<file path="config.mk">
export PLATFORM = sky130hd
export DESIGN_NAME = stitch_pipeline_egress
export DESIGN_NICKNAME = d
export VERILOG_FILES = /design/src/rtl/stitch_egress_pkg.sv /design/src/rtl/stitch_egress_fifo.sv /design/src/rtl/stitch_pipeline_egress.sv
export SDC_FILE = /design/constraint.sdc
export NUM_CORES = 1
export LEC_CHECK = 0
export BUFFER_PORTS_ARGS = -buffer_cell sky130_fd_sc_hd__buf_4
export CAP_MARGIN = 10
export CORE_ASPECT_RATIO = 0.9
export CORE_UTILIZATION = 59
export DETAILED_ROUTE_END_ITERATION = 16
export MAX_ROUTING_LAYER = met4
export PLACE_DENSITY = 0.84
export SKIP_LAST_GASP = 1
export SLEW_MARGIN = 20
export SYNTH_ARGS = -nofsm -noshare
export SYNTH_HDL_FRONTEND = slang
export SYNTH_HIERARCHICAL = 1
export SYNTH_SLANG_ARGS = --single-unit
</file>
<file path="constraint.sdc">
create_clock -name clk -period 10.7 [get_ports clk]
set_clock_uncertainty 0.1 [all_clocks]
set_input_delay 1.605 -clock clk [delete_from_list [all_inputs] [get_ports clk]]
set_output_delay 1.605 -clock clk [all_outputs]
set_load 0.02 [all_outputs]
</file>
<file path="src/rtl/stitch_egress_pkg.sv">
// rtl/stitch_egress_pkg.sv - shared defaults and width helpers for the stitch pipeline egress adapter
package stitch_egress_pkg;

    localparam int DATA_W_DEF  = 32;
    localparam int LATENCY_DEF = 3;
    localparam int DEPTH_DEF   = 5;

    // Width needed to hold 0..depth (credit counter and FIFO occupancy)
    function automatic int credit_w(input int depth);
        return $clog2(depth + 1);
    endfunction

    // Width of a FIFO pointer; never narrower than one bit
    function automatic int ptr_w(input int depth);
        return (depth <= 2) ? 1 : $clog2(depth);
    endfunction

endpackage

</file>
<file path="src/rtl/stitch_egress_fifo.sv">
// rtl/stitch_egress_fifo.sv - DATA_W x DEPTH synchronous FIFO with full/empty/count, any DEPTH
module stitch_egress_fifo
    import stitch_egress_pkg::*;
#(
    parameter int DATA_W = DATA_W_DEF,
    parameter int DEPTH  = DEPTH_DEF
) (
    input  logic                         clk,
    input  logic                         rst,
    input  logic                         wr_en,
    input  logic [DATA_W-1:0]            wr_data,
    input  logic                         rd_en,
    output logic [DATA_W-1:0]            rd_data,
    output logic                         full,
    output logic                         empty,
    output logic [$clog2(DEPTH+1)-1:0]   count
);

    localparam int PW = ptr_w(DEPTH);
    localparam int CW = credit_w(DEPTH);

    logic [DATA_W-1:0] mem [DEPTH];
    logic [PW-1:0]     wr_ptr;
    logic [PW-1:0]     rd_ptr;
    logic              wr_ok;
    logic              rd_ok;

    // A write into a full FIFO is accepted only when a pop frees the slot in the same cycle
    assign rd_ok   = rd_en && !empty;
    assign wr_ok   = wr_en && (!full || rd_ok);
    assign full    = (count == CW'(DEPTH));
    assign empty   = (count == '0);
    assign rd_data = mem[rd_ptr];

    // Storage array: no reset, contents are qualified by count
    always_ff @(posedge clk) begin
        if (wr_ok) begin
            mem[wr_ptr] <= wr_data;
        end
    end

    // Pointers wrap explicitly at DEPTH-1 so non-power-of-two depths work
    always_ff @(posedge clk or negedge rst) begin
        if (!rst) begin
            wr_ptr <= '0;
            rd_ptr <= '0;
        end else begin
            if (wr_ok) begin
                wr_ptr <= (wr_ptr == PW'(DEPTH - 1)) ? '0 : wr_ptr + PW'(1);
            end
            if (rd_ok) begin
                rd_ptr <= (rd_ptr == PW'(DEPTH - 1)) ? '0 : rd_ptr + PW'(1);
            end
        end
    end

    // Occupancy: simultaneous write and pop leave it unchanged
    always_ff @(posedge clk or negedge rst) begin
        if (!rst) begin
            count <= '0;
        end else begin
            case ({wr_ok, rd_ok})
                2'b10:   count <= count + CW'(1);
                2'b01:   count <= count - CW'(1);
                default: count <= count;
            endcase
        end
    end

endmodule

</file>
<file path="src/rtl/stitch_pipeline_egress.sv">
// rtl/stitch_pipeline_egress.sv - credit adapter around a stall-free pipeline; optional STITCH_PIPELINE_EGRESS_LATENCY_CHECK_EN
module stitch_pipeline_egress
    import stitch_egress_pkg::*;
#(
    parameter int DATA_W  = DATA_W_DEF,
    parameter int LATENCY = LATENCY_DEF,
    parameter int DEPTH   = DEPTH_DEF
) (
    input  logic                         clk,
    input  logic                         rst,
    input  logic                         up_valid,
    input  logic [DATA_W-1:0]            up_data,
    output logic                         up_ready,
    output logic                         pipe_in_valid,
    output logic [DATA_W-1:0]            pipe_in_data,
    input  logic                         pipe_out_valid,
    input  logic [DATA_W-1:0]            pipe_out_data,
    output logic                         dn_valid,
    output logic [DATA_W-1:0]            dn_data,
    input  logic                         dn_ready,
    output logic [$clog2(DEPTH+1)-1:0]   credits,
    output logic                         overflow,
    output logic                         latency_err
);

    localparam int CW = credit_w(DEPTH);

    logic          issue;
    logic          pop;
    logic          fifo_full;
    logic          fifo_empty;
    logic [CW-1:0] unused_fifo_count;

    // Each credit is a reserved FIFO slot, so the pipeline can never outrun the buffer
    assign up_ready      = (credits != '0);
    assign issue         = up_valid && up_ready;
    assign pipe_in_valid = issue;
    assign pipe_in_data  = up_data;
    assign dn_valid      = !fifo_empty;
    assign pop           = dn_valid && dn_ready;

    stitch_egress_fifo #(
        .DATA_W (DATA_W),
        .DEPTH  (DEPTH)
    ) u_fifo (
        .clk     (clk),
        .rst     (rst),
        .wr_en   (pipe_out_valid),
        .wr_data (pipe_out_data),
        .rd_en   (dn_ready),
        .rd_data (dn_data),
        .full    (fifo_full),
        .empty   (fifo_empty),
        .count   (unused_fifo_count)
    );

    // Credit counter: take one per issue, return one per pop
    always_ff @(posedge clk or negedge rst) begin
        if (!rst) begin
            credits <= CW'(DEPTH);
        end else if (issue && !pop) begin
            credits <= credits - CW'(1);
        end else if (pop && !issue) begin
            credits <= credits + CW'(1);
        end
    end

    // Sticky flag for a result that found no room; the word itself is dropped
    always_ff @(posedge clk or negedge rst) begin
        if (!rst) begin
            overflow <= 1'b0;
        end else if (pipe_out_valid && fifo_full && !pop) begin
            overflow <= 1'b1;
        end
    end

`ifdef STITCH_PIPELINE_EGRESS_LATENCY_CHECK_EN
    logic [LATENCY-1:0] issue_sr;

    // Shadow of the pipeline valid chain; any disagreement with pipe_out_valid is sticky
    always_ff @(posedge clk or negedge rst) begin
        if (!rst) begin
            issue_sr    <= '0;
            latency_err <= 1'b0;
        end else begin
            issue_sr <= LATENCY'({issue_sr, issue});
            if (pipe_out_valid != issue_sr[LATENCY-1]) begin
                latency_err <= 1'b1;
            end
        end
    end
`else
    assign latency_err = 1'b0;
`endif

endmodule
</file>
### Yosys cells after proc, flatten, opt, wreduce, memory -nomap -nowiden

Memories as Yosys holds them, arrays and structs flattened.
Index checks and enable logic that the tools add are counted.
Widths: inputs -> output; s select.

| storage, ports and cells | value |
|---|---|
| bits in registers | 13 |
| bits in writable memories | 160 |
| input bits | 69 |
| output and inout bits | 72 |
| logic and storage cells | 40 |
| memories | 1 |

Memory list:

| name | words | bits a word | read ports | clocked after Yosys merged registers in | write ports | line | RTL |
|---|---|---|---|---|---|---|---|
| u_fifo.mem | 5 | 32 | 1 | 0 | 1 | stitch_egress_fifo.sv:22 | `logic [DATA_W-1:0] mem [DEPTH];` |

| operators by class | value |
|---|---|
| add/sub/neg operators | 6 |
| eq/ne operators | 5 |
| mux-type cells | 7 |
| reductions and logical operators | 16 |

Operator list:

| cell | count |
|---|---|
| $add 3x1->3 const B | 4 |
| $mux 3 | 4 |
| $eq 3x3->1 const B | 3 |
| $logic_and 1x1->1 | 7 |
| $pmux 3 s2 | 1 |
| $sub 3x1->3 const B | 2 |
| $logic_not 1->1 | 4 |
| $reduce_bool 2->1 | 2 |
| $logic_not 3->1 | 1 |
| $reduce_bool 3->1 | 1 |
| $eq 2x1->1 const B | 1 |
| $eq 2x2->1 const B | 1 |
| $mux 1 | 2 |
| $logic_or 1x1->1 | 1 |

### Depth between registers and ports, before layout

| depth | value |
|---|---|
| word-level depth | 7 |
| depth in mapped cells | 9 |
| depth with buffers taken out | 9 |

### Modules after synthesis

The synthesis kept the hierarchy.

Modules (own cells, without submodules):

| module | instances | cells an instance | area each (um^2) | sequential area each (um^2) |
|---|---|---|---|---|
| stitch_egress_fifo | 1 | 398 | 6,859.1 | 5,029.8 |
| stitch_pipeline_egress | 1 | 53 | 474.2 | 102.6 |

### Worst setup path after synthesis

Ideal clock, no wire load.

| path | value |
|---|---|
| path type | in2reg |
| start | input port dn_ready |
| end | memory u_fifo/mem[1][0] in the netlist's numbering (enable) |
| library setup time | 0.501 ns |
| arrival time | 5.135 ns |
| required time | 10.099 ns |
| slack | 4.964 ns |
| stages | 4 |
| buffers on the path | 1 |
| path through | and4bb_1 > nand2b_4 > buf_6 > nor4_1 |

| on the way | value |
|---|---|
| longest elaborated chain between the ends | 5 |

Ends and longest elaborated chain:

| what | line | RTL |
|---|---|---|
| from (decl) | stitch_pipeline_egress.sv:20 | `input logic dn_ready,` |
| $logic_and 1x1->1 | stitch_egress_fifo.sv:29 | `assign rd_ok = rd_en && !empty;` |
| $logic_or 1x1->1 | stitch_egress_fifo.sv:30 | `assign wr_ok = wr_en && (!full \|\| rd_ok);` |
| $logic_and 1x1->1 | stitch_egress_fifo.sv:30 |  |
| $mux 1 | stitch_egress_fifo.sv:37 | `if (wr_ok) begin` |
| $mux 1 (not written as such) | stitch_egress_fifo.sv:38 | `mem[wr_ptr] <= wr_data;` |
| to (decl) | stitch_egress_fifo.sv:22 |  |

Every way passes these cells.

### Worst setup path in the final report

| path | value |
|---|---|
| start | register u_fifo.rd_ptr[2] |
| end | output port dn_data[31] |

| on the way | value |
|---|---|
| longest elaborated chain between the ends | 1 |

Ends and longest elaborated chain:

| what | line | RTL |
|---|---|---|
| from (decl) | stitch_egress_fifo.sv:24 | `logic [PW-1:0] rd_ptr;` |
| from (signal assigned) | stitch_egress_fifo.sv:52 | `rd_ptr <= (rd_ptr == PW'(DEPTH - 1)) ? '0 : rd_ptr + PW'(1);` |
| $mem_v2 5x32 | - |  |
| to (decl) | stitch_pipeline_egress.sv:19 | `output logic [DATA_W-1:0] dn_data,` |

Every way passes these cells.

==> impl_metrics.ini <==
[run_status]
status = complete, no violations

[power_and_ir_drop]
powerDensity_mw_per_mm2 = 296
power_mw = 2.47
max-vdd-ir-drop_v = 0.000207
leakage_nw = 3.03

[grt]
busiest_layer = met2
grt.overflow.total = 0
grt_pass1_vias = 3813
grt_use_met3 = 0.0657
met2_usage = 0.352
grt_max_degree = 60
antenna_found_initial = 0
grt.met1_usage = 0.274
grt.total_usage = 0.223
grt_pass1_wl_um = 20100

[finish]
n_antenna_cell = 0
final_cells = 668
final_core_util = 0.691
syn2layout_area_growth_pct = 13.9
fin_nets = 574
drive_above_1_share = 0.301
final_cell_area_sq_mm = 0.00835

[clocking]
cts_tree = built
postCtsSetupBuffers = 0
clock_sinks = 173
clk_pin_slew_ns = 0.06
cts_root_buf = clkbuf_16
clock_path_buffers = 2
insertion_delay_ns = 0.42
htree_levels = 4
cts_buffers = 17
cts-hold-fix-buffers = 0
cts_resized = 0

[timing]
min_period_ns = 4.54
fin_setup_tns_ns = 0
fin_hold_ws_ns = 0.379
max-slew-margin-rel = 0.264
rsz0062_at_grt = no
setup_violations = 0
drv_slew = 0
fmax_mhz = 220
worst_slack_ns = 6.16
tightest_slew_ns = 1.10
min_period_over_period = 0.424
finalHoldViolCount = 0

[setup_path]
worstPathRequired_ns = 9.00
cp.arrival_ns = 2.83
startpoint_type = flop
crit_fanout = 37
critical_path_class = flop to output pin
end_kind = output pin

[synthesis]
seq_area_frac_synth = 0.700
synth_area_leader_cell = edfxtp_1
synth_area_leaders = edfxtp_1 66%, a221oi_2 5.7%, mux2i_1 4.6%
ys_seq_elements = 173
synth-edff-count = 160
yosysUniqueCellTypes = 39
synth_nets = 528
syn_avg_cell_area_sq_um = 16.3
synth_most_common_cell = edfxtp_1
yosys.area.top_type_share = 0.655
synthCells = 451
synth_common_cells = 160 x edfxtp_1, 42 x inv_1, 40 x buf_4, 34 x mux2i_1, 32 x nor2b_1
ys_warn_count = 6
synthFlopType = edfxtp_1
ys_async_sr_fraction = 0.0751
synthesis.area_sq_mm = 0.00733

[place]
dpl.hpwl_um = 7720
gp_congestion = 0.725
postPlaceCellArea_sq_mm = 0.00781
port_buffers = 75
dp_cells = 638
place_ws_ns = 6.63

[routing]
route.detailed.drc = 0
avgViaCountPerCell = 5.74
routed_wl_um = 13000
detail_route.wl_per_cell_um = 19.5
dr.pass1.iters = 4
drt_iter0_markers = 234
antenna_left = 0
vias = 3831

[floorplan]
num_io_pins = 141
die_w_um = 120
die_area_sq_mm = 0.0129
num_rows = 38
start_util = 0.607
fp.dieH_um = 108
fp.coreArea_sq_mm = 0.0121

[flow_run]
maxCapViolCount = 0

[worst_hold_path]
min_path_type = flop to flop
## final timing paths
check | startpoint | to | slack (ns) | cells after the start
setup / recovery | u_fifo/rd_ptr[2]$_DFFE_PN0P_ | dn_data[31] | 6.16 | 4
hold reg to reg | overflow$_DFFE_PN0P_ | overflow$_DFFE_PN0P_ | 0.38 | 1
max in group asynchronous | rst | credits[0]$_DFFE_PN1P_ | 9.35 | 1
hold / removal | overflow$_DFFE_PN0P_ | overflow$_DFFE_PN0P_ | 0.38 | 1
min in group asynchronous | rst | u_fifo/rd_ptr[0]$_DFFE_PN0P_ | 0.92 | 1
setup reg to reg | u_fifo/count[0]$_DFFE_PN0P_ | u_fifo/mem[1][24]$_DFFE_PP_ | 8.14 | 4
## placed cells by master (no fill, tap or decap), types with 3 or more instances in the layout
cell,n
a221oi_1,4
nand2_1,3
clkbuf_16,17
buf_4,82
ha_1,6
a211oi_1,31
mux2i_1,34
clkbuf_1,4
nor4_2,4
inv_1,42
edfxtp_1,160
xor2_1,4
clkinv_1,3
a221oi_2,28
dfrtp_1,9
nor2b_1,32
nor2_1,3
o21ai_0,3
o21ai_1,4
## report_power, final
group	switching [mW]	internal, mW
Sequential	0.112	0.877
Combinational	0.538	0.381
Clock	0.228	0.337
Total	0.878	1.59
## cells by family (layout without fill, tap and decap cells)
logic type | count (synthesis) | in the layout | synth area share
DFF | 173 | 173 | 0.700
buffers and inverters | 99 | 156 | 0.0747
AOI/OAI and AO/OA | 74 | 74 | 0.103
and+or+nand+nor | 54 | 54 | 0.0483
muxes | 36 | 36 | 0.0505
adders and majority gates | 8 | 8 | 0.0157
xor gates and xnor gates | 6 | 6 | 0.00717
other | 1 | 1 | 0.000511
## cell type report
class / instances / area [sq um]
inverter: 44 / 165
tap: 160 / 200
sequential: 173 / 5140
fill: 783 / 3730
clock inverter: 9 / 97.6
multi-input combinational: 179 / 1690
clock buffer: 21 / 440
timing repair buffer: 82 / 616
## worst max-delay path: stages, from the launching register on
cell,delay [ns]
dfrtp_2,1.10
nand2b_4,0.60
a211oi_1,0.10
a221oi_1,0.37
buf_4,0.22
## sequential cells by signal, indices dropped and copies added (netlist names)
register	flops
u_fifo/mem	160
overflow	1
u_fifo/rd_ptr	3
u_fifo/count	3
u_fifo/wr_ptr	3
credits	3
## per-layer routing
layer | up-vias | wire length, um
met4 | 0 | 292
met3 | 37 | 690
met2 | 115 | 6530
li1 | 1755 | -
met1 | 1924 | 5480
met5 | - | 0
Power figures use the tool's default switching activity.
